===== src/rtl/rv_core_pkg.sv =====
// rtl/rv_core_pkg.sv - shared types and constants for the RV32 core front end
package rv_core_pkg;

  typedef enum logic [1:0] {
    ST_FETCH = 2'd0,
    ST_WAIT  = 2'd1,
    ST_HOLD  = 2'd2,
    ST_FAULT = 2'd3
  } fetch_state_t;

  localparam logic [6:0] OP_R      = 7'b0110011;
  localparam logic [6:0] OP_IMM    = 7'b0010011;
  localparam logic [6:0] OP_LOAD   = 7'b0000011;
  localparam logic [6:0] OP_STORE  = 7'b0100011;
  localparam logic [6:0] OP_BRANCH = 7'b1100011;
  localparam logic [6:0] OP_JALR   = 7'b1100111;
  localparam logic [6:0] OP_JAL    = 7'b1101111;
  localparam logic [6:0] OP_LUI    = 7'b0110111;

  localparam logic [31:0] NOP_INSTR = 32'h0000_0013;

  // True for the opcodes the control unit knows how to decode
  function automatic logic is_base_opcode(input logic [6:0] op);
    return op inside {OP_R, OP_IMM, OP_LOAD, OP_STORE,
                      OP_BRANCH, OP_JALR, OP_JAL, OP_LUI};
  endfunction

endpackage


===== src/rtl/fetch_next_pc.sv =====
// rtl/fetch_next_pc.sv - next-PC selection and alignment check
module fetch_next_pc
  import rv_core_pkg::*;
(
  input  logic [31:0] pc,
  input  logic        PCSel,
  input  logic [31:0] ALU_target,
  output logic [31:0] next_pc,
  output logic [31:0] pc_plus4,
  output logic        misaligned
);

  logic [31:0] target_even;

  // Jump targets drop bit 0 (JALR semantics); pc+4 wraps naturally at 2^32
  always_comb begin
    pc_plus4    = pc + 32'd4;
    target_even = ALU_target & ~32'h1;
    next_pc     = PCSel ? target_even : pc_plus4;
    misaligned  = |next_pc[1:0];
  end

endmodule


===== src/rtl/fetch_unit.sv =====
// rtl/fetch_unit.sv - instruction fetch stage: PC, imem handshake, instruction hold
module fetch_unit
  import rv_core_pkg::*;
#(
  parameter logic [31:0] RESET_PC = 32'h0000_0000
) (
  input  logic        clk,
  input  logic        rst_n,
  output logic        imem_req,
  output logic [31:0] imem_addr,
  input  logic        imem_ready,
  input  logic        imem_rvalid,
  input  logic [31:0] imem_rdata,
  input  logic        instr_ack,
  input  logic        PCSel,
  input  logic [31:0] ALU_target,
  output logic        issue_valid,
  output logic [31:0] instr,
  output logic [31:0] pc,
  output logic [31:0] pc_plus4,
  output logic [6:0]  opcode,
  output logic [2:0]  funct3,
  output logic        funct7,
  output logic        fetch_fault,
  output logic [31:0] retired
);

  fetch_state_t state, state_next;
  logic [31:0]  next_pc;
  logic         misaligned;
  logic         instr_load;
  logic         pc_load;
  logic         retire;
  logic         fault_set;

  fetch_next_pc u_next_pc (
    .pc         (pc),
    .PCSel      (PCSel),
    .ALU_target (ALU_target),
    .next_pc    (next_pc),
    .pc_plus4   (pc_plus4),
    .misaligned (misaligned)
  );

  assign imem_addr = pc;
  assign opcode    = instr[6:0];
  assign funct3    = instr[14:12];
  assign funct7    = instr[30];

  // State register
  always_ff @(posedge clk or negedge rst_n) begin
    if (!rst_n) state <= ST_FETCH;
    else        state <= state_next;
  end

  // Next-state and control decode; outputs depend only on registered state
  always_comb begin
    state_next  = state;
    imem_req    = 1'b0;
    issue_valid = 1'b0;
    instr_load  = 1'b0;
    pc_load     = 1'b0;
    retire      = 1'b0;
    fault_set   = 1'b0;
    case (state)
      ST_FETCH: begin
        imem_req = 1'b1;
        if (imem_ready) state_next = ST_WAIT;
      end
      ST_WAIT: begin
        if (imem_rvalid) begin
          instr_load = 1'b1;
          state_next = ST_HOLD;
        end
      end
      ST_HOLD: begin
        issue_valid = 1'b1;
        if (instr_ack) begin
          retire = 1'b1;
          if (misaligned) begin
            fault_set  = 1'b1;
            state_next = ST_FAULT;
          end else begin
            pc_load    = 1'b1;
            state_next = ST_FETCH;
          end
        end
      end
      ST_FAULT: begin
      end
      default: state_next = ST_FETCH;
    endcase
  end

  // PC advances only on an aligned acknowledged instruction
  always_ff @(posedge clk or negedge rst_n) begin
    if (!rst_n)       pc <= RESET_PC;
    else if (pc_load) pc <= next_pc;
  end

  // Instruction register captures the response only while waiting for it
  always_ff @(posedge clk or negedge rst_n) begin
    if (!rst_n)          instr <= NOP_INSTR;
    else if (instr_load) instr <= imem_rdata;
  end

  // Retire counter, wraps at 2^32
  always_ff @(posedge clk or negedge rst_n) begin
    if (!rst_n)      retired <= 32'd0;
    else if (retire) retired <= retired + 32'd1;
  end

  // Sticky misaligned-target fault, cleared only by reset
  always_ff @(posedge clk or negedge rst_n) begin
    if (!rst_n)         fetch_fault <= 1'b0;
    else if (fault_set) fetch_fault <= 1'b1;
  end

endmodule


===== config.mk =====
export PLATFORM = sky130hd
export DESIGN_NAME = fetch_unit
export DESIGN_NICKNAME = d
export VERILOG_FILES = /design/src/rtl/rv_core_pkg.sv /design/src/rtl/fetch_next_pc.sv /design/src/rtl/fetch_unit.sv
export SDC_FILE = /design/constraint.sdc
export NUM_CORES = 1
export LEC_CHECK = 0
export ABC_AREA = 1
export CAP_MARGIN = 20
export CORE_ASPECT_RATIO = 0.6
export CORE_UTILIZATION = 40
export CTS_BUF_LIST = sky130_fd_sc_hd__clkbuf_8 sky130_fd_sc_hd__clkbuf_16
export DETAILED_ROUTE_END_ITERATION = 8
export PLACE_DENSITY = 0.87
export SETUP_SLACK_MARGIN = 0.3
export SLEW_MARGIN = 20
export SYNTH_ARGS = -nofsm -noshare
export SYNTH_HDL_FRONTEND = slang
export SYNTH_SLANG_ARGS = --single-unit
export TNS_END_PERCENT = 30

===== constraint.sdc =====
create_clock -name clk -period 2.46 [get_ports clk]
set_clock_uncertainty 0.2 [all_clocks]
set_input_delay 0.738 -clock clk [delete_from_list [all_inputs] [get_ports clk]]
set_output_delay 0.738 -clock clk [all_outputs]
set_load 0.03 [all_outputs]

### Word level (Yosys, flattened, before mapping)

Index checks and enable logic that the tools add are counted.

| word-level totals | value |
|---|---|
| memories | 0 |
| output and inout bits | 174 |
| word-level logic and storage cells | 34 |
| ROM bits | 0 |
| bits in writable memories | 0 |
| bits in latches | 0 |
| flip-flop bits (word level) | 99 |

| operators by class | value |
|---|---|
| multiply operators | 0 |
| add/sub/neg operators | 2 |
| bitwise logic cells | 0 |
| order comparisons | 0 |
| shift operators | 0 |
| reductions and logical operators | 4 |
| mux-type cells | 18 |
| equal/unequal tests | 5 |
| div/mod/pow operators | 0 |

Operators with widths:

| cell | count |
|---|---|
| $add 32x1->32 const B | 1 |
| $add 32x3->32 const B | 1 |
| $mux 32 | 1 |
| $mux 1 | 12 |
| $mux 2 | 4 |
| $ne 2x2->1 const B | 3 |
| $pmux 2 s3 | 1 |
| $reduce_and 4->1 | 1 |
| $reduce_bool 3->1 | 1 |
| $eq 2x1->1 const B | 1 |
| $eq 2x2->1 const B | 1 |
| $logic_not 2->1 | 1 |
| $reduce_or 2->1 | 1 |

### Depth between registers and ports, before layout

| logic depth | value |
|---|---|
| depth after elaboration | 6 |
| mapped depth | 11 |
| gate-level depth less buffers | 10 |

### Cells and area by module

From an unflattened synthesis, not the netlist that was laid out.

| unflattened totals | value |
|---|---|
| cells, all modules | 704 |
| area, all modules | 6219.7 µm² |

Modules (own cells, without submodules):

| module | sequential area each (µm²) | cells each | area an instance (µm²) | times used |
|---|---|---|---|---|
| fetch_unit | 2481.1 | 428 | 4825.9 | 1 |
| fetch_next_pc | 0.0 | 276 | 1393.8 | 1 |

### Worst setup path after synthesis

OpenSTA, ideal clock, no wires.

| path | value |
|---|---|
| kind | register to output |
| start point | register pc[3], in the netlist imem_addr[3] |
| end point | output port pc_plus4[10] |
| arrival time | 1719 ps |
| data required time | 1522 ps |
| cell stages (with the launch flop) | 6 |
| slack | -197 ps |
| path buffers | 0 |
| cell sequence | dfrtp_1 -> ha_1 -> nand2_2 -> nor2_8 -> nand2_8 -> xor2_1 |

| between the ends | value |
|---|---|
| cells in the longest elaborated chain, start to end | 1 |

Ends and longest elaborated chain:

| element | line | RTL |
|---|---|---|
| from (decl) | fetch_unit.sv:19 | `output logic [31:0] pc,` |
| from (signal assigned) | fetch_unit.sv:98 | `else if (pc_load) pc <= next_pc;` |
| $add 32x3->32 | fetch_next_pc.sv:17 | `pc_plus4 = pc + 32'd4;` |
| to (decl) | fetch_unit.sv:20 | `output logic [31:0] pc_plus4,` |

No other way between the ends.

### Final worst setup path

| path | value |
|---|---|
| start point | register pc[2], in the netlist imem_addr[2] |
| end point | output port pc_plus4[26] |

The elaborated chain is that of the path after synthesis.

==> results.json <==
{
  "power.density_nw_per_um2": 1250,
  "clkTransAtPathRegs_ns": 0.08,
  "synth_cells": 797,
  "final_antenna_net_count": 0,
  "die_h_microns": 98.3,
  "min_path_type": "in2async",
  "hpwl_microns": 14300,
  "finalHoldViolCount": 0,
  "yosysSeqAreaShare": 0.402,
  "fin_crit_sh": 1.12,
  "antenna_found_initial": 0,
  "finalSetupViolations": 28,
  "synth_fp_nets": 872,
  "max_slew_margin": 0.601,
  "status": "finished with violations",
  "wl_per_cell_microns": 15.6,
  "die_w_microns": 162,
  "grt_pass1_wl_microns": 30900,
  "totalWireLength_microns": 19900,
  "instances_no_fill": 1272,
  "port_buffers": 242,
  "io_pins": 244,
  "cts_root_buf": "clkbuf_16",
  "syn2layout_area_growth_pct": 54.4,
  "maxCapViolations": 0,
  "worst_pin_slew_ns": 0.598,
  "grt_overflow": 0,
  "failed_checks": "negative setup slack",
  "final_cell_area_sq_um": 9540,
  "route.vias.total": 6308,
  "cp.arrival_ns": 1.81,
  "fin_nets": 1144,
  "drtIter0Drc": 491,
  "ys_ff_latch": 99,
  "grt_pass1_vias": 5956,
  "dpl_cell_area_sq_um": 8880,
  "dr.pass1.iters": 5,
  "finalMaxSlewViolations": 0,
  "start_kind": "register",
  "yosysUniqueCellTypes": 40,
  "gp_congestion": 0.918,
  "row_count": 34,
  "numPlacedInstances": 1219,
  "track_usage": 0.246,
  "core_area_sq_um": 14800,
  "crit_path_end_kind": "output port",
  "cts.sinks": 99,
  "syn-cell-area_sq_um": 6180,
  "cts_buffer_depth": 2,
  "ys_warn_count": 0,
  "grt_max_degree": 100,
  "p_leak_nw": 4.58,
  "numCtsBuffers": 9,
  "worstSkewPairLatency_ns": 0.34,
  "layout-drive-gt1-share": 0.329,
  "worst_ep_required_time_ns": 1.52,
  "clock.fmax_ghz": 0.364,
  "utilization": 0.646,
  "cp_max_fo": 6,
  "rsz0062_at_grt": "true",
  "route.detailed.drc": 0,
  "viasPerCell": 4.96,
  "power_mw": 11.9,
  "htree_levels": 3,
  "setup_slack_ns": -0.286,
  "post-route-min-period_ns": 2.75,
  "fillers": 1227,
  "irDropWorstVdd_mv": 0.840,
  "diodes": 0,
  "syn_avg_cell_area_sq_um": 7.75,
  "die-area_sq_um": 16000,
  "initial_core_util": 0.418,
  "tritoncts": "built",
  "worstSetupPathType": "reg2out"
}
-- power by group --
part           total (mW)  internal (mW)  switching, mW
clock                1.42          0.717          0.700
combinational        7.72           2.99           4.73
sequential           2.80           2.24          0.562
total                11.9           5.95           5.99
-- repair_timing --
action | 4_1_cts | 5_1_grt
resized for setup | 318 | 162
buffers inserted | 22 | 15
hold buffers | 0 | 0
endpoints found under the setup margin | 174 | 108
endpoints found under the hold margin | 0 | 0
pin swaps | 30 | 27
-- layout make-up --
cell class              instances  area (sq um)  share of cell area
repair buffers                322          2890               0.303
well taps                     198           248              0.0260
multi-input cells             568          3340               0.351
clock buffers                   9           225              0.0236
inverters                      69           263              0.0276
clock inverters                 7          71.3             0.00748
flip-flops and latches         99          2490               0.261
-- cell families after synthesis --
| kind of cell | after synthesis | synth area share |
|---|---|---|
| AO/OA/AOI/OAI | 51 | 0.0470 |
| flip-flops | 99 | 0.402 |
| AND/OR/NAND/NOR | 457 | 0.339 |
| multiplexers | 32 | 0.0583 |
| XOR/XNOR | 23 | 0.0326 |
| buffers and inverters | 130 | 0.111 |
| adder cells (fa/ha/maj) | 5 | 0.0101 |
-- final timing paths --
kind | to | cells after the start | from | slack, ns
max in group asynchronous | imem_addr[3]$_DFFE_PN0P_ | 2 | rst_n | 1.31
min in group clk | fetch_fault$_DFFE_PN0P_ | 1 | fetch_fault$_DFFE_PN0P_ | 0.25
worst min register to register | fetch_fault$_DFFE_PN0P_ | 1 | fetch_fault$_DFFE_PN0P_ | 0.25
worst min-delay path | imem_addr[24]$_DFFE_PN0P_ | 2 | rst_n | 0.24
worst max-delay path | pc_plus4[26] | 8 | imem_addr[2]$_DFFE_PN0P_ | -0.29
worst max register to register | imem_addr[26]$_DFFE_PN0P_ | 20 | imem_addr[2]$_DFFE_PN0P_ | -0.09
-- stage by stage --
stage                     hold WS (ns)  TNS [ns]  worst slack [ns]
after floorplan                  0.242         0            0.0437
after global placement           0.239         0            0.0527
after detailed placement         0.243  -0.00461          -0.00461
after CTS                        0.256     -5.25            -0.271
after global routing             0.287     -8.43            -0.401
final                            0.238     -5.76            -0.286
-- layout by cell type (no fill, tap or decap), drive strengths merged, types with 32 or more instances in the layout --
master         instances
clkdlybuf4s50         66
mux2                  32
inv                   73
nor2                 131
clkbuf                34
dlygate4sd2           65
nand3                 42
dfrtp                 96
buf                  140
nand2                264
-- synthesized netlist by cell type (all sizes together) --
| master | n | area (sq um) |
|---|---|---|
| nand3b | 8 | 60.1 |
| inv | 69 | 259 |
| ha | 5 | 62.6 |
| dfrtp | 96 | 2400 |
| o211a | 1 | 10.0 |
| xor2 | 15 | 131 |
| a31oi | 2 | 12.5 |
| o21ai | 24 | 120 |
| nor3 | 2 | 21.3 |
| o21bai | 1 | 7.51 |
| xnor2 | 8 | 70.1 |
| clkbuf | 4 | 15.0 |
| a21oi | 16 | 95.1 |
| nand3 | 42 | 225 |
| nand4 | 6 | 43.8 |
| a21o | 1 | 7.51 |
| buf | 57 | 413 |
| dfstp | 3 | 78.8 |
| nor2 | 131 | 644 |
| nor3b | 3 | 27.5 |
| nand2 | 264 | 1070 |
| mux2 | 32 | 360 |
| and2 | 1 | 6.26 |
| o22ai | 6 | 37.5 |
-- flip-flops by register name (all words and copies together), names as in the netlist --
register and flops:
state 2, fetch_fault 1, retired 32, instr 32, imem_addr 32
-- worst max-delay path, stage by stage (launching register included) --
cell and delay [ns]:
dfrtp_2 0.43, ha_4 0.16, nand2_4 0.07, nor2_8 0.17
nand2_8 0.11, nor2_8 0.15, nand3_2 0.12, nand2_2 0.12
buf_12 0.12
-- metal layers --
layer	GRT usage	wire length, microns	up-vias
met5	0	0	-
met4	0.0595	459	0
met3	0.0667	1730	34
met2	0.402	9320	318
met1	0.324	8360	2957
li1	-	-	2999
(Power assumes the default switching activity.)
==> patch, RTL diff (config.mk and constraints unchanged) <==
Reset style: synchronous (`rst_n`), changed in 5 clocked blocks.
--- a/src/rtl/fetch_unit.sv
+++ b/src/rtl/fetch_unit.sv
@@ -49,5 +49,5 @@
 
   // State register
-  always_ff @(posedge clk or negedge rst_n) begin
+  always_ff @(posedge clk) begin
     if (!rst_n) state <= ST_FETCH;
     else        state <= state_next;
@@ -94,5 +94,5 @@
 
   // PC advances only on an aligned acknowledged instruction
-  always_ff @(posedge clk or negedge rst_n) begin
+  always_ff @(posedge clk) begin
     if (!rst_n)       pc <= RESET_PC;
     else if (pc_load) pc <= next_pc;
@@ -100,5 +100,5 @@
 
   // Instruction register captures the response only while waiting for it
-  always_ff @(posedge clk or negedge rst_n) begin
+  always_ff @(posedge clk) begin
     if (!rst_n)          instr <= NOP_INSTR;
     else if (instr_load) instr <= imem_rdata;
@@ -106,5 +106,5 @@
 
   // Retire counter, wraps at 2^32
-  always_ff @(posedge clk or negedge rst_n) begin
+  always_ff @(posedge clk) begin
     if (!rst_n)      retired <= 32'd0;
     else if (retire) retired <= retired + 32'd1;
@@ -112,5 +112,5 @@
 
   // Sticky misaligned-target fault, cleared only by reset
-  always_ff @(posedge clk or negedge rst_n) begin
+  always_ff @(posedge clk) begin
     if (!rst_n)         fetch_fault <= 1'b0;
     else if (fault_set) fetch_fault <= 1'b1;
Function: differs if rst_n is asserted again (counterexample within 4 cycles, from zero or initial values and one cycle with rst_n low); with rst_n held inactive, the same outputs for 10 cycles.
==> patch against the original RTL <==
- design area is 3.4% lower
- worst setup slack better by 0.012 ns
- critical path type unchanged
- the flow still finishes with violations (setup timing)
- critical endpoint unchanged
- register-to-register slack better by 0.56 ns
- area after synthesis is 11% lower
- routed wire length is 7.4% higher
- highest routed layer unchanged
- cell count is 1.1% higher
- sequential cell count stayed put
Power is not compared: it rests on default switching activity, and its combinational part moved more than twofold at a synthesized area within 25%.
==> patch: results (changes against the original RTL) <==
stage	metric	value	unit	change
grt	initial antenna violation count	2		+2
placement	PortBufs	242		unchanged
clock_tree	clock tree root driver cell	clkbuf_16		
sta	Setup WS post-layout	-0.274	ns	+0.0123 ns
synth	Synth Net Count	911		+4.5%
routing	Total Wirelength	21300	um	+7.4%
power	net switching power	1350	uW	
synth	Synth Area in Adders	1.36	%	+0.35 points
placement	placed wire-length estimate	14900	um	+4.4%
synth	cell taking the most area after synthesis	dfxtp_1		
synth	Gate Count Post-Synth	835		+4.8%
final_layout	fraction of layout cells with a size suffix above 1	27.2	%	-5.7 points
power	peak supply drop	0.323	mV	
critical_path	Data arrival, critical path	1.80	ns	
clock_tree	deepest clock path buffer count	2		unchanged
critical_path	family with the most delay on the worst path	simple AND/OR/NAND/NOR gates		
synth	Synth top cells by count	192 x nand2_1, 152 x nor2_1, 99 x dfxtp_1, 73 x o21ai_0, 62 x inv_1		
grt	gr usage total	28.5	%	+3.9 points
placement	GPL Wtd Cong	0.943		+2.7%
outcome	outcome	complete, but fails checks		
clock_tree	CTS Buf Count	9		unchanged
synth	ys async rst share	0	%	-100 points
routing	drt first pass iters	6		+1
synth	Synth Area in Compound Gates	14.8	%	+10 points
routing	Initial DRC Count	575		+17%
synth	top cells by area, synth	dfxtp_1 36%, nand2_1 13%, nor2_1 10%		
synth	sequential fraction of the synthesis area	35.9	%	-4.3 points
routing	Vias/cell	5.12		+3.2%
sta	Slew @ Worst Pin	0.590	ns	-0.00801 ns
power	Leak	0.00405	uW	
clock_tree	htree depth	3		unchanged
grt	vias in the first global route	5964		+0.13%
critical_path	CP max FO	5		-1
final_layout	Layout Nets	1186		+3.7%
clock_tree	clock slew at the register clock pins of the worst setup and hold paths	0.07	ns	
placement	Post-Place Worst Slack	-0.135	ns	-0.130 ns
routing	Via Count	6582		+4.3%
sta	Setup violations, final	27		-3.6%
outcome	failing checks	setup timing		
synth	xor/xnor cell area share of the yosys netlist	3.28	%	+0.022 points
grt	global-route wire length before repair	31900	um	+3.2%
clock_tree	clock latency reported for the late side of the worst-skew pair	0.34	ns	about the same
grt	largest net degree at the start of global routing	82		-18%
critical_path	Slowest cell on crit path	dfxtp_4		
synth	post-synthesis mux area share	0	%	-5.8 points
critical_path	Slowest Stage Delay on Critical Path	0.39	ns	-0.04 ns
synth	yosys warns	0		unchanged
min_path	Hold Crit Class	flop to flop		
synth	count of different cell masters after synthesis	35		-13%
## patch: cell count changes after synthesis, moves of 6 or more
cell and change:
a21oi_1 +48, clkbuf_1 +17, dfrtp_1 -96, dfxtp_1 +99, mux2_2 -32, nand2_1 -57
nand2_2 -9, nand3_1 -11, nand4_1 +6, nor2_1 +40, nor3_1 +11, o21ai_0 +55
o22ai_1 -6
## patch: timing repair
action                     CTS  global route
setup endpoints to repair  182           118
buffers inserted            23            13
pin swaps                   24            26
resized for setup          279           111
hold buffers                 0             0
gates cloned                 0             0
## patch: final timing paths
kind	cells after the start	end	startpoint	slack [ns]
max	9	pc_plus4[26]	imem_addr[3]$_SDFFE_PN0P_	-0.27
min	2	instr[31]$_SDFFE_PN0P_	instr[31]$_SDFFE_PN0P_	0.28
max reg2reg	10	imem_addr[2]$_SDFFE_PN0P_	state[0]$_SDFFE_PN0P_	0.47
min reg2reg	2	instr[31]$_SDFFE_PN0P_	instr[31]$_SDFFE_PN0P_	0.28
## patch: final cells by class
class / instances / area [um^2]
multi-input cells: 596 / 3310
diodes: 1 / 2.50
clock inverters: 6 / 41.3
repair buffers: 337 / 3100
inverters: 67 / 251
well taps: 170 / 213
clock buffers: 10 / 239
flip-flops and latches: 99 / 2050
fillers: 1052 / 3960
## patch: routing by layer
layer	share of wire, %	routed length (um)	GRT usage, %
met5	0	0	0
met4	1.9	405	6.33
met3	11	2250	8.06
met2	44	9320	43.9
met1	44	9380	39.4
## patch: kinds of logic after synthesis
| logic type | after synthesis |
|---|---|
| and+or+nand+nor | 420 |
| AOI/OAI and AO/OA | 151 |
| buffers and inverters | 140 |
| DFF | 99 |
| xor gates and xnor gates | 19 |
| adders and majority gates | 6 |
## patch: power groups by stage
stage,Sequential (uW),Combinational (uW),Clock [uW]
after CTS,1760,1030,1370
after detailed placement,1800,1100,0
after global placement,1790,1080,0
after floorplan,1980,451,0
after global routing,1770,1130,1440
final,1760,1060,1350
## patch: worst register-to-register path: cells and delay by family (launching register included)
| kind | cells | cell delay [ns] |
|---|---|---|
| buffers and inverters | 5 | 0.66 |
| flip-flops | 1 | 0.33 |
| AO/OA/AOI/OAI | 2 | 0.27 |
| AND/OR/NAND/NOR | 2 | 0.23 |
| adder cells (fa/ha/maj) | 1 | 0.18 |
## patch: through the flow
step	setup TNS [ns]	cell area [um^2]	util, %	hold slack, ns
floorplan	0	5770	-	0.278
global placement	-0.402	8430	64.0	0.261
detailed placement	-1.04	8430	64.0	0.273
CTS	-4.59	8980	68.2	0.282
global route	-6.88	9210	69.9	0.303
finish	-5.15	9210	69.9	0.278
